## config.mk

```make
export PLATFORM = sky130hd
export DESIGN_NAME = cluster_collector
export DESIGN_NICKNAME = d
export VERILOG_FILES = /design/src/rtl/cluster_collector.sv
export SDC_FILE = /design/constraint.sdc
export NUM_CORES = 1
export LEC_CHECK = 0
export CAP_MARGIN = 0
export CORE_UTILIZATION = 54
export CTS_CLUSTER_DIAMETER = 40
export DETAILED_ROUTE_END_ITERATION = 12
export HOLD_SLACK_MARGIN = 0.05
export PLACE_DENSITY = 0.84
export SYNTH_ARGS = -nofsm -noshare
export SYNTH_HDL_FRONTEND = slang
export SYNTH_SLANG_ARGS = --single-unit
```

## constraint.sdc

```tcl
create_clock -name clock -period 5.95 [get_ports clock]
set_input_delay 1.19 -clock clock [delete_from_list [all_inputs] [get_ports clock]]
set_output_delay 1.19 -clock clock [all_outputs]
set_load 0.05 [all_outputs]
```

## src/rtl/cluster_collector.sv

```systemverilog
// Collects per-pass priority-encoder clusters into one frame of NCL global slots; the last pass is taken straight from the inputs.
// Latency: 1 cycle from the final pass to out_valid. A frame completing while the held frame is unaccepted is dropped.
// Optional macro CLUSTER_DROP_CNT_EN adds an 8-bit saturating drop_cnt output.
module cluster_collector #(
   parameter int NUM_ENCODERS = 2,
   parameter int NUM_PASSES   = 4,
   parameter int SEG_SIZE     = 768,
   parameter int MXADRBITS    = 11,
   parameter int MXCNTBITS    = 3,
   localparam int NCL   = NUM_ENCODERS*NUM_PASSES,
   localparam int PASSW = 3
) (
   input  logic                              clock,
   input  logic                              reset,
   input  logic                              enc_valid,
   input  logic [PASSW-1:0]                  pass_in,
   input  logic [NUM_ENCODERS*MXADRBITS-1:0] adr_in,
   input  logic [NUM_ENCODERS*MXCNTBITS-1:0] cnt_in,
   input  logic [NUM_ENCODERS-1:0]           vpf_in,
   output logic [NCL*MXADRBITS-1:0]          adr_out,
   output logic [NCL*MXCNTBITS-1:0]          cnt_out,
   output logic [NCL-1:0]                    vpf_out,
   output logic [4:0]                        ncl_out,
   output logic                              out_valid,
   input  logic                              out_ready
`ifdef CLUSTER_DROP_CNT_EN
   ,
   output logic [7:0]                        drop_cnt
`endif
);

   // The final pass never needs storage, so only NUM_PASSES-1 working slots per encoder.
   localparam int NWRK = NUM_ENCODERS*(NUM_PASSES-1);

   logic [MXADRBITS-1:0] wrk_adr [NWRK];
   logic [MXCNTBITS-1:0] wrk_cnt [NWRK];
   logic [NWRK-1:0]      wrk_vpf;

   logic [MXADRBITS-1:0] glb_adr [NUM_ENCODERS];

   logic [NCL*MXADRBITS-1:0] nxt_adr;
   logic [NCL*MXCNTBITS-1:0] nxt_cnt;
   logic [NCL-1:0]           nxt_vpf;
   logic [4:0]               nxt_ncl;

   logic pass_ok;
   logic frm_done;
   logic load_out;

   assign pass_ok  = enc_valid && (int'(pass_in) < NUM_PASSES);
   assign frm_done = enc_valid && (int'(pass_in) == NUM_PASSES-1);
   assign load_out = frm_done && (!out_valid || out_ready);

   // Segment offset applies only to found clusters; wraps modulo 2^MXADRBITS.
   always_comb begin
      for (int e = 0; e < NUM_ENCODERS; e++) begin
         glb_adr[e] = adr_in[e*MXADRBITS +: MXADRBITS];
         if (vpf_in[e]) begin
            glb_adr[e] = glb_adr[e] + MXADRBITS'(e*SEG_SIZE);
         end
      end
   end

   always_comb begin
      nxt_adr = '0;
      nxt_cnt = '0;
      nxt_vpf = '0;
      nxt_ncl = '0;
      for (int e = 0; e < NUM_ENCODERS; e++) begin
         for (int p = 0; p < NUM_PASSES; p++) begin
            if (p == NUM_PASSES-1) begin
               nxt_adr[(e*NUM_PASSES+p)*MXADRBITS +: MXADRBITS] = glb_adr[e];
               nxt_cnt[(e*NUM_PASSES+p)*MXCNTBITS +: MXCNTBITS] = cnt_in[e*MXCNTBITS +: MXCNTBITS];
               nxt_vpf[e*NUM_PASSES+p]                          = vpf_in[e];
            end else begin
               nxt_adr[(e*NUM_PASSES+p)*MXADRBITS +: MXADRBITS] = wrk_adr[e*(NUM_PASSES-1)+p];
               nxt_cnt[(e*NUM_PASSES+p)*MXCNTBITS +: MXCNTBITS] = wrk_cnt[e*(NUM_PASSES-1)+p];
               nxt_vpf[e*NUM_PASSES+p]                          = wrk_vpf[e*(NUM_PASSES-1)+p];
            end
         end
      end
      for (int k = 0; k < NCL; k++) begin
         nxt_ncl = nxt_ncl + 5'(nxt_vpf[k]);
      end
   end

   always_ff @(posedge clock) begin
      if (reset) begin
         out_valid <= 1'b0;
         adr_out   <= '0;
         cnt_out   <= '0;
         vpf_out   <= '0;
         ncl_out   <= '0;
         wrk_vpf   <= '0;
         for (int w = 0; w < NWRK; w++) begin
            wrk_adr[w] <= '0;
            wrk_cnt[w] <= '0;
         end
      end else begin
         if (load_out) begin
            out_valid <= 1'b1;
            adr_out   <= nxt_adr;
            cnt_out   <= nxt_cnt;
            vpf_out   <= nxt_vpf;
            ncl_out   <= nxt_ncl;
         end else if (out_valid && out_ready) begin
            out_valid <= 1'b0;
         end

         // Completion empties the slots whether the frame was loaded or dropped.
         if (frm_done) begin
            wrk_vpf <= '0;
            for (int w = 0; w < NWRK; w++) begin
               wrk_adr[w] <= '0;
               wrk_cnt[w] <= '0;
            end
         end else if (pass_ok) begin
            for (int e = 0; e < NUM_ENCODERS; e++) begin
               for (int p = 0; p < NUM_PASSES-1; p++) begin
                  if (int'(pass_in) == p) begin
                     wrk_adr[e*(NUM_PASSES-1)+p] <= glb_adr[e];
                     wrk_cnt[e*(NUM_PASSES-1)+p] <= cnt_in[e*MXCNTBITS +: MXCNTBITS];
                     wrk_vpf[e*(NUM_PASSES-1)+p] <= vpf_in[e];
                  end
               end
            end
         end
      end
   end

`ifdef CLUSTER_DROP_CNT_EN
   always_ff @(posedge clock) begin
      if (reset) begin
         drop_cnt <= '0;
      end else if (frm_done && out_valid && !out_ready && (drop_cnt != 8'hFF)) begin
         drop_cnt <= drop_cnt + 8'd1;
      end
   end
`endif

endmodule

```

[Yosys cells after proc, flatten, opt, wreduce, memory -nomap -nowiden]
Memory sizes are Yosys's and may differ from the RTL's. A register that Yosys moved wholly into a read port is not among the register bits.
Index checks and enable logic that the tools add are counted.
Storage, ports and cells
  register bits: 132
  bits in writable memories: 84
  input port bits: 37
  word-level logic and storage cells: 105
  memories: 2
Memory list
  wrk_adr: depth 6, bits a word 11, read ports 6, clocked after memory_dff 6, write ports 6, RTL line 35  | logic [MXADRBITS-1:0] wrk_adr [NWRK];
  wrk_cnt: depth 6, bits a word 3, read ports 6, clocked after memory_dff 6, write ports 6, RTL line 36  | logic [MXCNTBITS-1:0] wrk_cnt [NWRK];
Cells by class
  add/subtract/negate cells: 8
  $lt $le $gt $ge: 1
  eq/ne operators: 3
  mux-type cells: 47
  bitwise operators: 24
  reductions and logical operators: 12
Operators with widths (count)
  11-bit two-way mux: 13
  3-bit two-way mux: 12
  1-bit bitwise OR: 24
  1-bit two-way mux: 22
  5-bit by 1-bit adder with 5-bit output: 3
  11-bit by 10-bit adder with 11-bit output (second input constant): 1
  3-bit equality test (second input constant): 2
  2-bit AND reduction: 3
  4-bit by 1-bit adder with 5-bit output: 1
  3-bit by 1-bit adder with 4-bit output: 1
  1-bit logical AND: 4
  2-bit by 1-bit adder with 3-bit output: 1
  3-bit by 2-bit equality test with 1-bit output (second input constant): 1
  3-bit logical NOT: 1
  3-bit < comparator (second input constant): 1
  1-bit by 1-bit adder with 2-bit output: 1
  2-bit nonzero test: 1
  2-bit OR reduction: 1
  1-bit logical NOT: 1
  1-bit logical OR: 1

[Longest topological paths before layout]
  word-level depth: 7
  mapped depth: 11

[Least setup slack after synthesis]
OpenSTA, ideal clock, no wires.
  path kind: input -> register
  start: input port vpf_in[0]
  end: register ncl_out[2]
  setup time: 0.070 ns
  arrival time: 3.613 ns
  required time: 5.880 ns
  path slack: 2.267 ns
  stages on the path: 11
  path buffers: 0
  cell sequence: fa_1 > inv_1 > fa_1 > fa_1 > inv_1 > ha_1 > inv_1 > fa_1 > xnor2_1 > nand3_1 > a21oi_1
Between the ends
  longest elaborated chain between the ends: 5
Ends and longest elaborated chain
  start: declaration: RTL line 19  | input logic [NUM_ENCODERS-1:0] vpf_in,
  3-bit by 1-bit adder with 4-bit output: RTL line 83  | nxt_ncl = nxt_ncl + 5'(nxt_vpf[k]);
  4-bit by 1-bit adder with 5-bit output: RTL line 83
  5-bit by 1-bit adder with 5-bit output (3 in a row): RTL line 83
  end signal: assignment: RTL line 105  | ncl_out <= nxt_ncl;
  end: declaration: RTL line 23  | output logic [4:0] ncl_out,
Every way passes these cells.
A chain may end at the register's enable or synchronous reset.

[Worst setup path in the final report]
  start: input port vpf_in[1]
  end: register ncl_out[2]
Between the ends
  longest elaborated chain between the ends: 1
Ends and longest elaborated chain (RTL line)
  5-bit by 1-bit adder with 5-bit output: 83
Every way passes these cells.

==> metrics.md <==
| Metric | Value |
|---|---|
| Status | `completed` |
| GR Util All Layers | `27.3%` |
| Post_cts resized | `0` |
| Net switching power | `0.000843 W` |
| Met2 GRT Util | `45.9%` |
| Clk_lat worst skew | `0.53 ns` |
| # diodes | `0` |
| Slew @ Worst Pin | `1.03 ns` |
| Die H | `126 um` |
| Minimum clock period | `3.95 ns` |
| Synth cell count leaders | `dfxtp_1 (131), a21oi_1 (130), o21ai_0 (122)` |
| Final TNS setup | `0 ns` |
| Die area | `15900 um^2` |
| Final hold vios | `0` |
| Ranking of synthesized cells by area | `dfxtp_1 (32%), edfxtp_1 (30%), a21oi_1 (7.8%), o21ai_0 (7.3%), nand3_1 (7.2%)` |
| # Post-CTS Setup Buffers | `0` |
| Avg Vias per Cell | `5.88` |
| Layout area overhead | `31.9%` |
| EDFF count, synth | `84` |
| Flip-flop and latch count after synthesis | `215` |
| TritonCTS buffer count | `30` |
| Nets@finish | `978` |
| FP Rows | `44` |
| Gate Count Post-Synth | `808` |
| Input/output buffers | `161` |
| Synthesis warning total | `0` |
| GRT overflow | `0` |
| Adder-Cell Fraction of Synth Area | `1.56%` |
| Post-synthesis simple-gate area fraction | `15.9%` |
| Max-cap viol count | `0` |
| Die Span X | `126 um` |
| Post-synth top flop | `dfxtp_1` |
| CTS Sinks | `215` |
| Fillcell total | `1029` |
| Post-DP Area | `9920 um^2` |
| Final period utilization | `66.4%` |
| Clock power frac | `49.0%` |
| Max VDD drop | `0.192 mV` |
| Initial antenna violation count | `1` |
| Post-synth ARST share | `0%` |
| Critical Path Source Type | `primary input` |
| Final Max Slew Viols | `0` |
| Sw frac | `23.2%` |
| Core area | `14800 um^2` |
| DRC violations left | `0` |
| RSZ-0062 raised after global routing | `false` |
| Register clock-pin slew on the reported worst setup and hold paths | `0.05 ns` |
| DP HPWL | `12600 um` |
| Met1 Use GR | `36.8%` |
| CP required | `6.40 ns` |
| Vias in the first global route | `6497` |
| DRT antenna net count | `0` |
| First-pass DRT Iterations | `5` |
| Mux cell area share after synthesis | `0.376%` |
| HP Class | `reg2reg` |
| Peak Freq | `0.253 GHz` |
| Initial core utilization | `56.4%` |
| Cell accounting for the most synthesized area | `dfxtp_1` |
| CP endpoint kind | `flop` |
| WL final | `21800 um` |
| Largest family of logic cells by synthesized area | `simple AND/OR/NAND/NOR gates` |
| CTS Root Cell | `clkbuf_16` |
| Post-layout util | `74.3%` |
| Critical path class | `in2reg` |
| WL per Instance | `19.1 um` |
| Busiest grt layer | `met2` |
| Internal cell power | `0.00279 W` |
| Lkg Pwr | `3.73 nW` |
| Largest net degree at the start of global routing | `87` |
| H-tree depth | `1` |
| Syn nets | `853` |
| CTS Hold Bufs | `0` |
| Layout cells sized above 1 | `7.42%` |
| Final instance area | `11000 um^2` |
| Crit-path max FO | `8` |
| Combinational power share | `6.6%` |
| Met3 usage | `4.46%` |
| Final setup vio count | `0` |
| WP data arrival | `4.40 ns` |
| Dpl ws | `1.50 ns` |
| Slew HR | `31.6%` |
| Most instantiated library cell after synthesis | `dfxtp_1` |
| Compound-Gate Fraction of Synth Area | `15.5%` |
| Yosys top cell area share | `31.5%` |
| Synth Area in XOR/XNOR | `0.316%` |
| # IOs | `163` |
| Sequential share of the synthesized area | `61.9%` |
| Fin worst setup slack | `2.00 ns` |
| First-pass GRT wire length | `34400 um` |
| Worst Skew | `0.0109 ns` |
| Synthesized area | `8320 um^2` |
| TritonCTS clock tree | `done` |
| Average cell area after synthesis | `10.3 um^2` |
| P per Cell Area | `331 nW/um^2` |
| Via count | `6708` |
| Clock Path Buffers | `3` |
| Hold_ws | `0.472 ns` |
| Drt first-iter violations | `567` |
| Seq pwr share | `44.4%` |
| Routability cong. | `0.787` |
| Cell variety after synth | `33` |
layout make-up:
cell class,instances,area (um^2),share of cell area [%]
flip-flops and latches,215,5140,46.9
clock buffers,45,963,8.79
inverters,12,45.0,0.411
multi-input cells,503,2820,25.7
repair buffers,171,1680,15.4
well taps,184,230,2.10
clock inverters,11,76.3,0.696
placed cells by master (no fill, tap or decap), types with 9 or more instances in the layout:
cell | Yosys | final
dfxtp_1 | 131 | 131
clkdlybuf4s50_1 | 0 | 160
a21oi_1 | 130 | 130
edfxtp_1 | 84 | 84
inv_1 | 12 | 12
buf_4 | 1 | 11
clkbuf_16 | 0 | 35
nand3_1 | 119 | 119
and2_1 | 75 | 75
nor2_1 | 9 | 9
o21ai_0 | 122 | 122
worst paths after layout:
kind	startpoint	end	slack, ns	cells after the start
worst max-delay path	vpf_in[1]	ncl_out[2]$_SDFFE_PP0P_	2.00	12
worst min register to register	adr_out[45]$_SDFFE_PP0P_	adr_out[45]$_SDFFE_PP0P_	0.47	2
worst max register to register	wrk_vpf[1]$_SDFFE_PP0N_	ncl_out[2]$_SDFFE_PP0P_	3.00	11
worst min-delay path	adr_out[45]$_SDFFE_PP0P_	adr_out[45]$_SDFFE_PP0P_	0.47	2
power by group through the flow:
| stage | combinational (W) | clock (W) | sequential [W] |
|---|---|---|---|
| floorplan | 0.0000839 | 0 | 0.00170 |
| global route | 0.000254 | 0.00186 | 0.00162 |
| global placement | 0.000235 | 0 | 0.00164 |
| CTS | 0.000239 | 0.00179 | 0.00161 |
| finish | 0.000240 | 0.00178 | 0.00161 |
| detailed placement | 0.000238 | 0 | 0.00164 |
layer usage:
| layer | wire length [um] | part of all wire (%) |
|---|---|---|
| met1 | 9170 | 42 |
| met3 | 1520 | 7.0 |
| met4 | 324 | 1.5 |
| met2 | 10800 | 49 |
| met5 | 0 | 0 |
metrics by stage:
step,std cells,total power (W)
after floorplan,808,0.00178
after global placement,1085,0.00188
after detailed placement,1085,0.00188
after CTS,1141,0.00364
after global routing,1141,0.00373
final,1141,0.00363
worst max-delay path, stage by stage:
cell and delay (ns):
clkdlybuf4s50_1 0.58, fa_1 0.59, inv_1 0.06, fa_1 0.49, fa_1 0.41, inv_1 0.07
ha_1 0.16, inv_1 0.05, fa_1 0.37, xnor2_1 0.17, nand3_1 0.09, a21oi_1 0.17
sequential cells by signal, summed over array words and instances (netlist names):
name / flops
adr_out: 88
cnt_out: 24
ncl_out: 4
out_valid: 1
vpf_out: 8
wrk_adr: 66
wrk_cnt: 18
wrk_vpf: 6
cells by family (layout without fill, tap and decap cells):
group / Yosys count / after routing
multiplexers: 3 / 3
buffers and inverters: 90 / 239
flip-flops: 215 / 215
XOR/XNOR: 3 / 3
other: 1 / 1
adder cells (fa/ha/maj): 8 / 8
AND/OR/NAND/NOR: 232 / 232
AO/OA/AOI/OAI: 256 / 256
Note: power is estimated with default switching activity, not from simulation.
